### src/rtl/fetch_ctrl.sv
// fetch_ctrl: Y86-64 fetch sequencer with next-PC prediction, ret stall, redirect and status reporting
module fetch_ctrl #(
  parameter int DATA_WID = 64,
  parameter int MEM_BYTES = 2048,
  parameter logic [DATA_WID-1:0] RESET_PC = '0
) (
  input  logic                clk,
  input  logic                rst,
  output logic [DATA_WID-1:0] imem_pc,
  input  logic [3:0]          imem_icode,
  input  logic [3:0]          imem_ifun,
  input  logic [3:0]          imem_rA,
  input  logic [3:0]          imem_rB,
  input  logic [DATA_WID-1:0] imem_valC,
  input  logic                redirect_valid,
  input  logic [DATA_WID-1:0] redirect_pc,
  output logic                out_valid,
  input  logic                out_ready,
  output logic [3:0]          out_icode,
  output logic [3:0]          out_ifun,
  output logic [3:0]          out_rA,
  output logic [3:0]          out_rB,
  output logic [DATA_WID-1:0] out_valC,
  output logic [DATA_WID-1:0] out_valP,
  output logic [DATA_WID-1:0] out_pc,
  output logic [2:0]          stat
);
  typedef enum logic [1:0] {RUN, WAIT_RET, HALTED, ERR} state_t;
  state_t state, state_nxt;
  logic [DATA_WID-1:0] pc, pc_nxt, val_p;
  logic [2:0] stat_nxt;
  logic [3:0] len;
  logic inv, adr, fetch, emit;
  assign imem_pc = pc;
  assign len = imem_icode inside {4'h0, 4'h1, 4'h9} ? 4'd1 :
               imem_icode inside {4'h2, 4'h6, 4'hA, 4'hB} ? 4'd2 :
               imem_icode inside {4'h7, 4'h8} ? 4'd9 : 4'd10;
  assign inv = imem_icode > 4'hB;
  assign val_p = pc + DATA_WID'(len);
  // range check one bit wider so a PC near the top of the address space cannot wrap past it
  assign adr = ({1'b0, pc} + (DATA_WID+1)'(len)) > (DATA_WID+1)'(MEM_BYTES);
  assign fetch = state == RUN && (!out_valid || out_ready) && !redirect_valid;
  assign emit = fetch && !inv && !adr;
  always_comb begin
    state_nxt = state;
    pc_nxt = pc;
    stat_nxt = stat;
    if (redirect_valid) begin
      state_nxt = RUN;
      pc_nxt = redirect_pc;
      stat_nxt = 3'd1;
    end else if (fetch) begin
      if (inv || adr) begin
        state_nxt = ERR;
        stat_nxt = inv ? 3'd4 : 3'd3;
      end else if (imem_icode == 4'h7 || imem_icode == 4'h8) begin
        pc_nxt = imem_valC;
      end else if (imem_icode == 4'h9) begin
        state_nxt = WAIT_RET;
      end else if (imem_icode == 4'h0) begin
        state_nxt = HALTED;
        stat_nxt = 3'd2;
      end else begin
        pc_nxt = val_p;
      end
    end
  end
  always_ff @(posedge clk) begin
    if (rst) begin
      state <= RUN;
      pc <= RESET_PC;
      stat <= 3'd1;
      out_valid <= 1'b0;
      out_icode <= '0;
      out_ifun <= '0;
      out_rA <= '0;
      out_rB <= '0;
      out_valC <= '0;
      out_valP <= '0;
      out_pc <= '0;
    end else begin
      state <= state_nxt;
      pc <= pc_nxt;
      stat <= stat_nxt;
      out_valid <= redirect_valid ? 1'b0 : emit ? 1'b1 : out_ready ? 1'b0 : out_valid;
      if (emit) begin
        out_icode <= imem_icode;
        out_ifun <= imem_ifun;
        out_rA <= imem_rA;
        out_rB <= imem_rB;
        out_valC <= imem_valC;
        out_valP <= val_p;
        out_pc <= pc;
      end
    end
  end
endmodule

### config.mk
export PLATFORM = sky130hd
export DESIGN_NAME = fetch_ctrl
export DESIGN_NICKNAME = d
export VERILOG_FILES = /design/src/rtl/fetch_ctrl.sv
export SDC_FILE = /design/constraint.sdc
export NUM_CORES = 1
export LEC_CHECK = 0
export ABC_AREA = 1
export BUFFER_PORTS_ARGS = -buffer_cell sky130_fd_sc_hd__buf_2
export CAP_MARGIN = 5
export CORE_ASPECT_RATIO = 0.6
export CORE_MARGIN = 2
export CORE_UTILIZATION = 45
export DETAILED_ROUTE_END_ITERATION = 8
export HOLD_SLACK_MARGIN = 0.12
export PLACE_DENSITY = 0.71
export SLEW_MARGIN = 15
export SYNTH_ARGS = -nofsm -noshare
export SYNTH_HDL_FRONTEND = slang
export SYNTH_SLANG_ARGS = --single-unit
export TNS_END_PERCENT = 5
### constraint.sdc
create_clock -name clk -period 6 [get_ports clk]
set_clock_uncertainty 0.2 [all_clocks]
set_input_delay 1.2 -clock clk [delete_from_list [all_inputs] [get_ports clk]]
set_output_delay 1.2 -clock clk [all_outputs]
set_load 0.005 [all_outputs]
# Word-level counts from Yosys, hierarchy flattened
# Cells that the tools add are included.
# totals
inputBits	148
mem_bits_ro	0
reg_bits	278
out_inout_bits	276
mem_count	0
ram_bits	0
latch_bits	0
elab_cells	72
# classes
eq_ne	13
bitwise_logic	0
n_shift	0
n_lt_le_gt_ge	2
addsub	2
n_reduce_logical	24
div_mod_pow	0
n_mul	0
muxes	20
# op_table
cell	count
two-way mux 64 bit	6
adder 64 x 4 -> 65 bit	1
> comparator 65 x 12 -> 1 bit (second input constant)	1
adder 64 x 4 -> 64 bit	1
equality test 4 bit (second input constant)	4
two-way mux 3 bit	5
two-way mux 2 bit	5
equality test 4 x 3 -> 1 bit (second input constant)	2
two-way mux 4 bit	2
AND reduction 4 bit	2
nonzero test 2 bit	4
!= test 3 x 2 -> 1 bit (second input constant)	2
nonzero test 3 bit	2
equality test 4 x 1 -> 1 bit (second input constant)	1
equality test 4 x 2 -> 1 bit (second input constant)	1
> comparator 4 bit (second input constant)	1
logical AND 1 bit	4
zero test 1 bit	4
zero test 4 bit	1
!= test 2 bit (second input constant)	2
nonzero test 4 bit	1
logical OR 1 bit	3
AND reduction 3 bit	1
zero test 2 bit	1
3 further kinds	4

# Depth between registers and ports, before layout
# Gate-level depths: netlist of run 1.
# logic_depth
ltp_word	12
mapped_depth	31
depth_no_buf	29

# Least setup slack after synthesis of run 1
# No wires, ideal clock.
# synth_path
path_type	input to register
startpoint	input port imem_icode[1]
endpoint	register out_rB[0]
arrival_time_ns	4.707
path_buffers	4
path_slack_ns	0.974
stages	28
required_ns	5.680
setup_time_ns	0.120
cell_sequence	inv_1 -> nor4_1 -> a31o_2 -> clkbuf_1 -> clkbuf_1 -> nor2_1 -> inv_1 -> ha_1 -> fa_1 -> nand3_1 -> nand2_1 -> nand2_1 -> nor2_4 -> nand2_1 -> nor2_1 -> nand2_1 -> nand2_1 -> nand2_1 -> nor2_1 -> nand2_1 -> nor2_1 -> nand3_1 -> nand2_2 -> nand3_2 -> buf_2 -> clkbuf_1 -> nand2_1 -> a21oi_1
# synth_via
elab_chain_len	9
word_cells_on_any_way	22
classes_between	add/sub: 1; order compare: 2; eq/ne: 8; mux: 3; reduce/logical: 8
# synth_rtl
item	line	rtl
from (decl)	10	input logic [3:0] imem_icode,
equality test 4 x 3 -> 1 bit or equality test 4 bit (tied branches)	37	imem_icode inside {4'h7, 4'h8} ? 4'd9 : 4'd10;
nonzero test 2 bit	37	
two-way mux 2 bit	37	
two-way mux 4 bit	36	imem_icode inside {4'h2, 4'h6, 4'hA, 4'hB} ? 4'd2 :
two-way mux 4 bit	35	assign len = imem_icode inside {4'h0, 4'h1, 4'h9} ? 4'd1 :
adder 64 x 4 -> 65 bit	41	assign adr = ({1'b0, pc} + (DATA_WID+1)'(len)) > (DATA_WID+1)'(MEM_BYTES);
> comparator 65 x 12 -> 1 bit	41	
zero test 1 bit	43	assign emit = fetch && !inv && !adr;
logical AND 1 bit (*)	43	
to (signal assigned)	90	out_rB <= imem_rB;
to (decl)	22	output logic [3:0] out_rB,
# Every way passes the cells marked *; elsewhere a longest branch is shown, timed or not.
# A chain may end at the register's enable or synchronous reset.

# Worst setup path after layout of run 1
# layout_path
startpoint	input port imem_icode[3]
endpoint	register out_valP[4]
# layout_via
elab_chain_len	9
word_cells_on_any_way	23
classes_between	add/sub: 2; order compare: 2; eq/ne: 8; mux: 3; reduce/logical: 8
# layout_rtl
item	line	rtl
equality test 4 x 3 -> 1 bit or equality test 4 bit (tied branches)	37	
nonzero test 2 bit	37	
two-way mux 2 bit	37	
two-way mux 4 bit	36	
two-way mux 4 bit	35	
adder 64 x 4 -> 65 bit	41	
> comparator 65 x 12 -> 1 bit	41	
zero test 1 bit	43	
logical AND 1 bit	43	
to (signal assigned)	92	out_valP <= val_p;
to (decl)	24	output logic [DATA_WID-1:0] out_valP,
# Parallel ways exist; a longest one is shown, timed or not.

==> results of run 1 <==
## sequential cells by signal, indices dropped and copies added (netlist names)
name       flops
out_valid      1
out_ifun       4
stat           3
out_icode      4
out_rB         4
state          2
out_valC      64
out_rA         4
imem_pc       64
out_valP      64
out_pc        64
## metal layers
layer,vias up,track usage,share of wire
met5,-,0,0.00012
met4,2,0.0540,0.017
met3,71,0.0696,0.096
met2,771,0.491,0.41
met1,7641,0.525,0.48
li1,7767,-,-
## layout by cell type, fill, tap and decap left out, drive strengths merged
cell type  count
nor3b          2
diode          1
dfxtp        278
nor4           1
xor2           9
nor2         380
clkbuf        33
a31oi          5
inv           99
o21bai         5
bufinv         3
buf          445
o21ai        131
a21oi        192
and2           1
o21a           1
a31o           1
nand3        123
clkinv        12
o211ai         3
clkinvlp       2
xnor2          5
nand4         88
nand2        694
or2            1
nor3          11
ha             3
nand3b        13
fa             1
## worst max-delay path, delay by kind of cell
family	cells	cell delay, ns
simple gates	19	3.06
buf+inv	6	0.66
fa+ha+maj	2	0.50
compound gates	2	0.18
## power by group through the flow
stage | Clock [mW] | Combinational (mW) | Sequential, mW
after floorplan | 0 | 0.296 | 1.95
after global placement | 0 | 0.492 | 1.97
after detailed placement | 0 | 0.496 | 1.97
after CTS | 1.74 | 0.498 | 1.93
after global routing | 1.82 | 0.559 | 1.94
final | 1.73 | 0.508 | 1.93
## worst max-delay path by stage
stage,end,slack (ns)
after floorplan,out_rB[0]$_SDFFE_PP0P_,0.97
after global placement,imem_pc[26]$_SDFFE_PP0P_,0.31
after detailed placement,imem_pc[58]$_SDFFE_PP0P_,0.12
after CTS,imem_pc[58]$_SDFFE_PP0P_,0.68
after global routing,out_valC[50]$_SDFFE_PP0P_,0.17
final,out_valP[4]$_SDFFE_PP0P_,0.53
## cell families (layout without fill, tap and decap cells)
family / after synthesis / count (layout) / share of synthesized area
buffers and inverters: 225 / 594 / 0.0696
and+or+nand+nor: 1314 / 1314 / 0.393
xor gates and xnor gates: 14 / 14 / 0.00883
other: 0 / 1 / 0
AOI/OAI and AO/OA: 338 / 338 / 0.124
adders and majority gates: 4 / 4 / 0.00414
DFF: 278 / 278 / 0.401
## cells in the mapped netlist, drive strengths merged, types with 9 or more instances
| master | n | area share |
|---|---|---|
| nand2 | 694 | 0.19 |
| nor2 | 380 | 0.11 |
| dfxtp | 278 | 0.40 |
| a21oi | 192 | 0.069 |
| o21ai | 131 | 0.047 |
| nand3 | 123 | 0.045 |
| inv | 101 | 0.027 |
| nand4 | 88 | 0.040 |
| clkbuf | 77 | 0.021 |
| buf | 47 | 0.022 |
| nand3b | 13 | 0.0070 |
| nor3 | 11 | 0.0040 |
| xor2 | 9 | 0.0057 |
## area by class of cell
cell class	count	area, µm²
Timing Repair Buffer	446	2350
Multi-Input combinational cell	1670	7370
Clock buffer	32	704
Tap cell	408	510
Fill cell	3087	13100
Inverter	101	384
Antenna cell	1	2.50
Sequential cell	278	5570
Clock inverter	15	166
==> impl_metrics.json, run 1 <==
{
  "cts_setup_buffers": 0,
  "finalCriticalPeriod_ns": 5.47,
  "hpwl_um": 43400,
  "hp-start": "out_pc[52]$_SDFFE_PP0P_",
  "grt_setup_unrepaired": "no",
  "core_area_um2": 30200,
  "setup_viol": 0,
  "die_h_um": 140,
  "slowest_delay_ns": 0.32,
  "reg2regPathDepth": 20,
  "synthCells": 2173,
  "power_frac_seq": 0.464,
  "worstPathRequired_ns": 6.28,
  "numCtsBuffers": 26,
  "port_buffers": 423,
  "synthesis.area_um2": 13900,
  "drt_iter0_drc": 1786,
  "stdcell_area_um2": 17100,
  "grt_max_degree": 127,
  "grt_pass1_vias": 14600,
  "via_per_inst": 5.51,
  "antenna_left": 0,
  "seq_area_frac_synth": 0.401,
  "clk_latency_ns": 0.56,
  "whs_path_depth": 2,
  "dpl-instance-area_um2": 16200,
  "clock_power_share": 0.414,
  "crit_top_cell": "nand2_1",
  "ys_ff_latch": 278,
  "postCtsResizedCells": 0,
  "setup_tns_ns": 0,
  "io_pins": 424,
  "die_area_um2": 32300,
  "cts_tree": "built",
  "rows": 49,
  "finalCritPeriodShare": 0.912,
  "cts.path.max_buffers": 3,
  "hold_class": "register to register",
  "fin_util": 0.565,
  "cts_hold_buf": 0,
  "power_frac_comb": 0.122,
  "fin_ws_ns": 0.526,
  "total_power_mw": 4.17,
  "rrSetupSlack_ns": 1.59,
  "dp_cells": 2903,
  "arrival_ns": 5.75,
  "r2r-start": "imem_pc[0]$_SDFFE_PP0P_",
  "drv_cap": 0,
  "ir_worst_vdd_uv": 206,
  "synthArstFlopShare": 0,
  "p_int_mw": 3.02,
  "crit_type": "input port to register",
  "power.density_nw_per_um2": 244,
  "p_leak_nw": 7.61,
  "final_nets": 2675,
  "status": "complete, no violations",
  "groute.usage.overall": 0.340,
  "ys_types": 34,
  "worst_pin_slew_ns": 1.03,
  "clock-sinks": 278,
  "critPathSlowestCell": "nor2_4",
  "fmax_ghz": 0.183,
  "syn_avg_cell_area_um2": 6.39,
  "start_kind": "input port",
  "hold_ws_ns": 0.233,
  "p_switching_mw": 1.15,
  "synth_edf_count": 0,
  "drc": 0,
  "swShare": 0.276,
  "grt_antenna_before_repair": 2,
  "synthFlopType": "dfxtp_1",
  "slew-limit-headroom": 0.312,
  "layout-drive-gt1-share": 0.204,
  "gr-total-overflow": 0,
  "clkSlewWorstSetupHoldPaths_ns": 0.07,
  "die_w_um": 231,
  "hold_end": "out_pc[52]$_SDFFE_PP0P_",
  "worstSetupEndpointType": "register",
  "fin_cells": 2951,
  "wl_per_cell_um": 19.5,
  "reg2reg_to": "out_valP[4]$_SDFFE_PP0P_",
  "cts-root-buf": "clkbuf_16",
  "first_pass_iters": 6,
  "pre_cts_ws_ns": 0.121,
  "finalHoldViolations": 0,
  "place.gp.congestion": 1.05,
  "start_util": 0.461,
  "htree_levels": 1,
  "vias": 16300,
  "grt_pass1_wl_um": 86500,
  "area_growth_pct": 22.8,
  "critical_path.max_fanout": 126,
  "critPathLaunch": "imem_icode[3]",
  "syn_nets": 2325,
  "final_max_slew_viol_count": 0,
  "yosys_warnings": 0,
  "routed_wl_um": 57600
}
No activity file was read; power rests on OpenSTA's default activity.
==> run 2: changes to the inputs <==
--- a/config.mk
+++ b/config.mk
@@ -13,7 +13,8 @@
 export CORE_UTILIZATION = 45
 export DETAILED_ROUTE_END_ITERATION = 8
 export HOLD_SLACK_MARGIN = 0.12
-export PLACE_DENSITY = 0.71
+export PLACE_DENSITY = 0.76
+export REMOVE_ABC_BUFFERS = 1
 export SLEW_MARGIN = 15
 export SYNTH_ARGS = -nofsm -noshare
 export SYNTH_HDL_FRONTEND = slang
==> impl_metrics.json, run 2 (synthesized netlist as in run 1, its figures left out) <==
{
  "reg2regPathDepth": 21,
  "status": "complete, no violations",
  "cts_tree": "built",
  "core_area_um2": 30200,
  "start_util": 0.461,
  "hold_end": "out_pc[36]$_SDFFE_PP0P_",
  "grt_pass1_vias": 14700,
  "r2r-start": "imem_pc[0]$_SDFFE_PP0P_",
  "place.gp.congestion": 1.05,
  "ir_worst_vdd_uv": 229,
  "fill_cells": 3028,
  "drt_iter0_drc": 1853,
  "p_leak_nw": 7.61,
  "final_nets": 2676,
  "worst_pin_slew_ns": 1.04,
  "hp-start": "out_pc[36]$_SDFFE_PP0P_",
  "arrival_ns": 5.78,
  "finalCriticalPeriod_ns": 5.49,
  "dp_cells": 2904,
  "vias": 16300,
  "layout.cells.most_common_list": "nand2_1 (688), buf_2 (422), nor2_1 (364)",
  "path_delay_family": "simple AND/OR/NAND/NOR gates",
  "groute.usage.overall": 0.340,
  "antenna_cells": 0,
  "hpwl_um": 43500,
  "htree_levels": 1,
  "via_per_inst": 5.52,
  "layout-drive-gt1-share": 0.204,
  "clkSlewWorstSetupHoldPaths_ns": 0.06,
  "critical_path.max_fanout": 57,
  "numCtsBuffers": 26,
  "critPathSlowestCell": "fa_1",
  "clock-sinks": 278,
  "final_common_cell": "nand2_1",
  "die_w_um": 231,
  "worstSetupEndpointType": "register",
  "routed_wl_um": 57200,
  "postCtsResizedCells": 0,
  "total_power_mw": 4.16,
  "setup_viol": 0,
  "cts_hold_buf": 0,
  "crit_buf_inv": 7,
  "reg2reg_to": "out_valP[8]$_SDFFE_PP0P_",
  "final_max_slew_viol_count": 0,
  "die_h_um": 140,
  "grt_pass1_wl_um": 86600,
  "slowest_delay_ns": 0.45,
  "wl_per_cell_um": 19.4,
  "cts.path.max_buffers": 3,
  "grt_setup_unrepaired": "no",
  "clk_latency_ns": 0.57,
  "port_buffers": 423,
  "first_pass_iters": 6,
  "grt_antenna_before_repair": 1,
  "start_kind": "input port",
  "cts-root-buf": "clkbuf_16",
  "drc": 0,
  "die_area_um2": 32300,
  "io_pins": 424,
  "area_growth_pct": 22.8,
  "worstPathRequired_ns": 6.28,
  "slew-limit-headroom": 0.307,
  "crit_type": "input port to register",
  "whs_path_depth": 2,
  "finalHoldViolations": 0,
  "cts_setup_buffers": 0,
  "gr-total-overflow": 0,
  "rrSetupSlack_ns": 1.53,
  "power.density_nw_per_um2": 244,
  "fmax_ghz": 0.182,
  "fin_cells": 2949,
  "grt_max_degree": 137,
  "antenna_left": 0,
  "rows": 49,
  "pre_cts_ws_ns": 0.116,
  "drv_cap": 0,
  "fin_ws_ns": 0.508,
  "finalCritPeriodShare": 0.915,
  "hold_class": "register to register"
}
==> run 2: cell types whose count changed in the layout (fill, tap and decap cells not counted), moves of 2 or more <==
| cell | before | now |
|---|---|---|
| clkinv_2 | 9 | 6 |
| clkinvlp_4 | 2 | 0 |
| clkbuf_8 | 2 | 5 |
| inv_6 | 0 | 2 |
| clkinv_4 | 3 | 1 |
| inv_2 | 2 | 4 |
==> run 2: worst max-delay path by stage <==
stage | startpoint | end | slack [ns] | cells past startpoint
floorplan | imem_icode[1] | out_icode[0]$_SDFFE_PP0P_ | -2.76 | 25
global placement | imem_icode[3] | out_valP[11]$_SDFFE_PP0P_ | 0.17 | 26
detailed placement | imem_icode[3] | out_valP[8]$_SDFFE_PP0P_ | 0.12 | 26
CTS | imem_icode[3] | out_valP[8]$_SDFFE_PP0P_ | 0.67 | 26
global route | imem_icode[3] | out_valP[10]$_SDFFE_PP0P_ | 0.17 | 31
finish | imem_icode[3] | out_valP[8]$_SDFFE_PP0P_ | 0.51 | 26
==> run 2: power by group <==
group	switching, mW	total [mW]	internal, mW
logic	0.331	0.507	0.175
registers	0.0626	1.94	1.88
clock network	0.755	1.71	0.958
==> run 2: cell type report <==
| class | instances | area [µm²] | share of cell area |
|---|---|---|---|
| Clock inverter | 10 | 111 | 0.00653 |
| Timing Repair Buffer | 447 | 2370 | 0.139 |
| Clock buffer | 35 | 746 | 0.0437 |
| Multi-Input combinational cell | 1670 | 7370 | 0.432 |
| Sequential cell | 278 | 5570 | 0.326 |
| Tap cell | 408 | 510 | 0.0299 |
| Inverter | 101 | 383 | 0.0224 |
==> run 2: per-stage QoR <==
step                hold WS, ns  cell area, µm²   util  TNS (ns)
floorplan                 0.230           13300      -   -409.91
global placement          0.223           16200  0.537         0
detailed placement        0.225           16200  0.537         0
CTS                       0.236           17100  0.565         0
global route              0.253           17100  0.565         0
finish                    0.235           17100  0.565         0
==> run 2: per-layer routing <==
metal	share of wire	GRT usage	up-vias
met5	0.00024	0	-
met2	0.41	0.489	873
met3	0.11	0.0735	74
li1	-	-	7755
met1	0.47	0.523	7564
met4	0.017	0.0564	2
==> run 2: worst reg2reg max path: stages (launching register included) <==
cell	delay, ns
dfxtp_1	0.42
ha_1	0.28
fa_1	0.28
nand3_1	0.10
nand2_1	0.27
nand2_1	0.31
nor2_2	0.37
nand2_1	0.08
nand2_1	0.07
nand2_1	0.15
nor2_1	0.14
nand2_1	0.08
nor2_1	0.09
nand2_1	0.08
nor2_1	0.36
nand3_1	0.15
nand2_2	0.15
nand3_4	0.13
inv_4	0.13
buf_12	0.25
o21ai_0	0.15
a21oi_1	0.17
==> run 3: changes to the inputs <==
--- a/config.mk
+++ b/config.mk
@@ -10,10 +10,10 @@
 export CAP_MARGIN = 5
 export CORE_ASPECT_RATIO = 0.6
 export CORE_MARGIN = 2
-export CORE_UTILIZATION = 45
+export CORE_UTILIZATION = 40
 export DETAILED_ROUTE_END_ITERATION = 8
 export HOLD_SLACK_MARGIN = 0.12
-export PLACE_DENSITY = 0.76
+export PLACE_DENSITY = 0.7
 export REMOVE_ABC_BUFFERS = 1
 export SLEW_MARGIN = 15
 export SYNTH_ARGS = -nofsm -noshare
==> impl_metrics.json, run 3 (synthesized netlist as in run 1, its figures left out) <==
{
  "status": "complete, no violations",
  "cts_tree": "built",
  "critical_path.max_fanout": 80,
  "port_buffers": 423,
  "io_pins": 424,
  "use_met1": 0.468,
  "htree_levels": 1,
  "crit_type": "input port to register",
  "total_power_mw": 4.42,
  "cts.path.max_buffers": 3,
  "clkSlewWorstSetupHoldPaths_ns": 0.07,
  "dpl-instance-area_um2": 16300,
  "area_growth_pct": 24.6,
  "grt_antenna_before_repair": 3,
  "worstSetupEndpointType": "register",
  "die_w_um": 245,
  "vias": 16200,
  "die_area_um2": 36300,
  "first_pass_iters": 6,
  "power_frac_seq": 0.438,
  "layout-drive-gt1-share": 0.207,
  "use_met3": 0.0805,
  "postCtsResizedCells": 0,
  "rows": 52,
  "groute.usage.overall": 0.310,
  "drc": 0,
  "finalHoldViolations": 0,
  "p_leak_nw": 7.70,
  "p_int_mw": 3.25,
  "wl_per_cell_um": 19.5,
  "start_kind": "input port",
  "layout.cells.most_common_list": "nand2_1 (688), buf_2 (422), nor2_1 (364)",
  "finalCriticalPeriod_ns": 5.53,
  "place.gp.congestion": 1.04,
  "worst_pin_slew_ns": 0.930,
  "cts_hold_buf": 0,
  "die_h_um": 148,
  "fmax_ghz": 0.181,
  "final_max_slew_viol_count": 0,
  "grt_setup_unrepaired": "no",
  "grt_pass1_wl_um": 87500,
  "cts_setup_buffers": 0,
  "fin_ws_ns": 0.473,
  "fin_util": 0.509,
  "clock-sinks": 278,
  "core_area_um2": 34000,
  "finalCritPeriodShare": 0.921,
  "hpwl_um": 44700,
  "drv_cap": 0,
  "gr-total-overflow": 0,
  "antenna_left": 0,
  "arrival_ns": 5.82,
  "power_frac_comb": 0.115,
  "power.density_nw_per_um2": 256,
  "numCtsBuffers": 27,
  "grt_pass1_vias": 14600,
  "p_switching_mw": 1.17,
  "busiest_layer": "met1",
  "ir_worst_vdd_uv": 173,
  "grtUsageMet2": 0.438,
  "clock_power_share": 0.446,
  "hold_class": "register to register",
  "start_util": 0.409,
  "grt_max_degree": 199,
  "final_common_cell": "nand2_1",
  "pre_cts_ws_ns": 0.0311,
  "stdcell_area_um2": 17300,
  "clk_latency_ns": 0.56,
  "worstPathRequired_ns": 6.29,
  "cts-root-buf": "clkbuf_16",
  "routed_wl_um": 58800,
  "slew-limit-headroom": 0.380,
  "setup_viol": 0,
  "swShare": 0.265,
  "via_per_inst": 5.37,
  "drt_iter0_drc": 1671,
  "final_nets": 2679
}
run 3: worst max-delay path: stages:
cell     delay [ns]
buf_2          0.12
inv_1          0.11
nor2_1         0.07
nand3_1        0.09
inv_1          0.08
a31oi_1        0.15
inv_1          0.07
nor2_1         0.19
inv_1          0.07
ha_1           0.24
fa_1           0.45
nand3_1        0.11
nand2_1        0.17
nand3_1        0.26
xor2_1         0.51
nand3_1        0.13
nor2_1         0.13
nand3_1        0.10
nor2_1         0.31
nand3_1        0.15
nand2_2        0.16
nand3_4        0.12
buf_4          0.35
or2_0          0.31
a21oi_1        0.12
run 3: area by class of cell:
| type | count | area, µm² |
|---|---|---|
| Fill cell | 3539 | 16700 |
| Multi-Input combinational cell | 1670 | 7370 |
| Sequential cell | 278 | 5570 |
| Timing Repair Buffer | 449 | 2380 |
| Clock buffer | 35 | 766 |
| Tap cell | 459 | 574 |
| Inverter | 101 | 383 |
| Clock inverter | 14 | 251 |
| Antenna cell | 3 | 7.51 |
run 3: final timing paths:
check                           slack (ns)                    start  depth (start not counted)                        to
worst max-delay path                  0.47            imem_icode[3]                         25  out_valP[4]$_SDFFE_PP0P_
worst min-delay path                  0.23  out_pc[33]$_SDFFE_PP0P_                          2   out_pc[33]$_SDFFE_PP0P_
worst max register to register        1.61  imem_pc[0]$_SDFFE_PP0P_                         19  out_valC[8]$_SDFFE_PP0P_
worst min register to register        0.23  out_pc[33]$_SDFFE_PP0P_                          2   out_pc[33]$_SDFFE_PP0P_
run 3: power by group through the flow:
stage                     Combinational [mW]  Clock (mW)  Sequential, mW
after floorplan                        0.257           0            1.95
after global placement                 0.496           0            1.98
after detailed placement               0.498           0            1.98
after CTS                              0.501        1.99            1.94
after global routing                   0.561        2.07            1.94
final                                  0.510        1.97            1.94
run 3: routing by layer:
metal | share of wire | routed length (µm)
met1 | 0.47 | 27800
met2 | 0.41 | 23800
met3 | 0.10 | 6110
met4 | 0.018 | 1080
met5 | 0.00049 | 29
run 3: metrics by stage:
step / hold WS, ns / std cells / TNS [ns]
2_1_floorplan: 0.230 / 2049 / -409.91
3_3_place_gp: 0.223 / 2957 / 0
3_5_place_dp: 0.225 / 2957 / 0
4_1_cts: 0.236 / 3006 / 0
5_1_grt: 0.250 / 3007 / 0
6_report: 0.234 / 3009 / 0
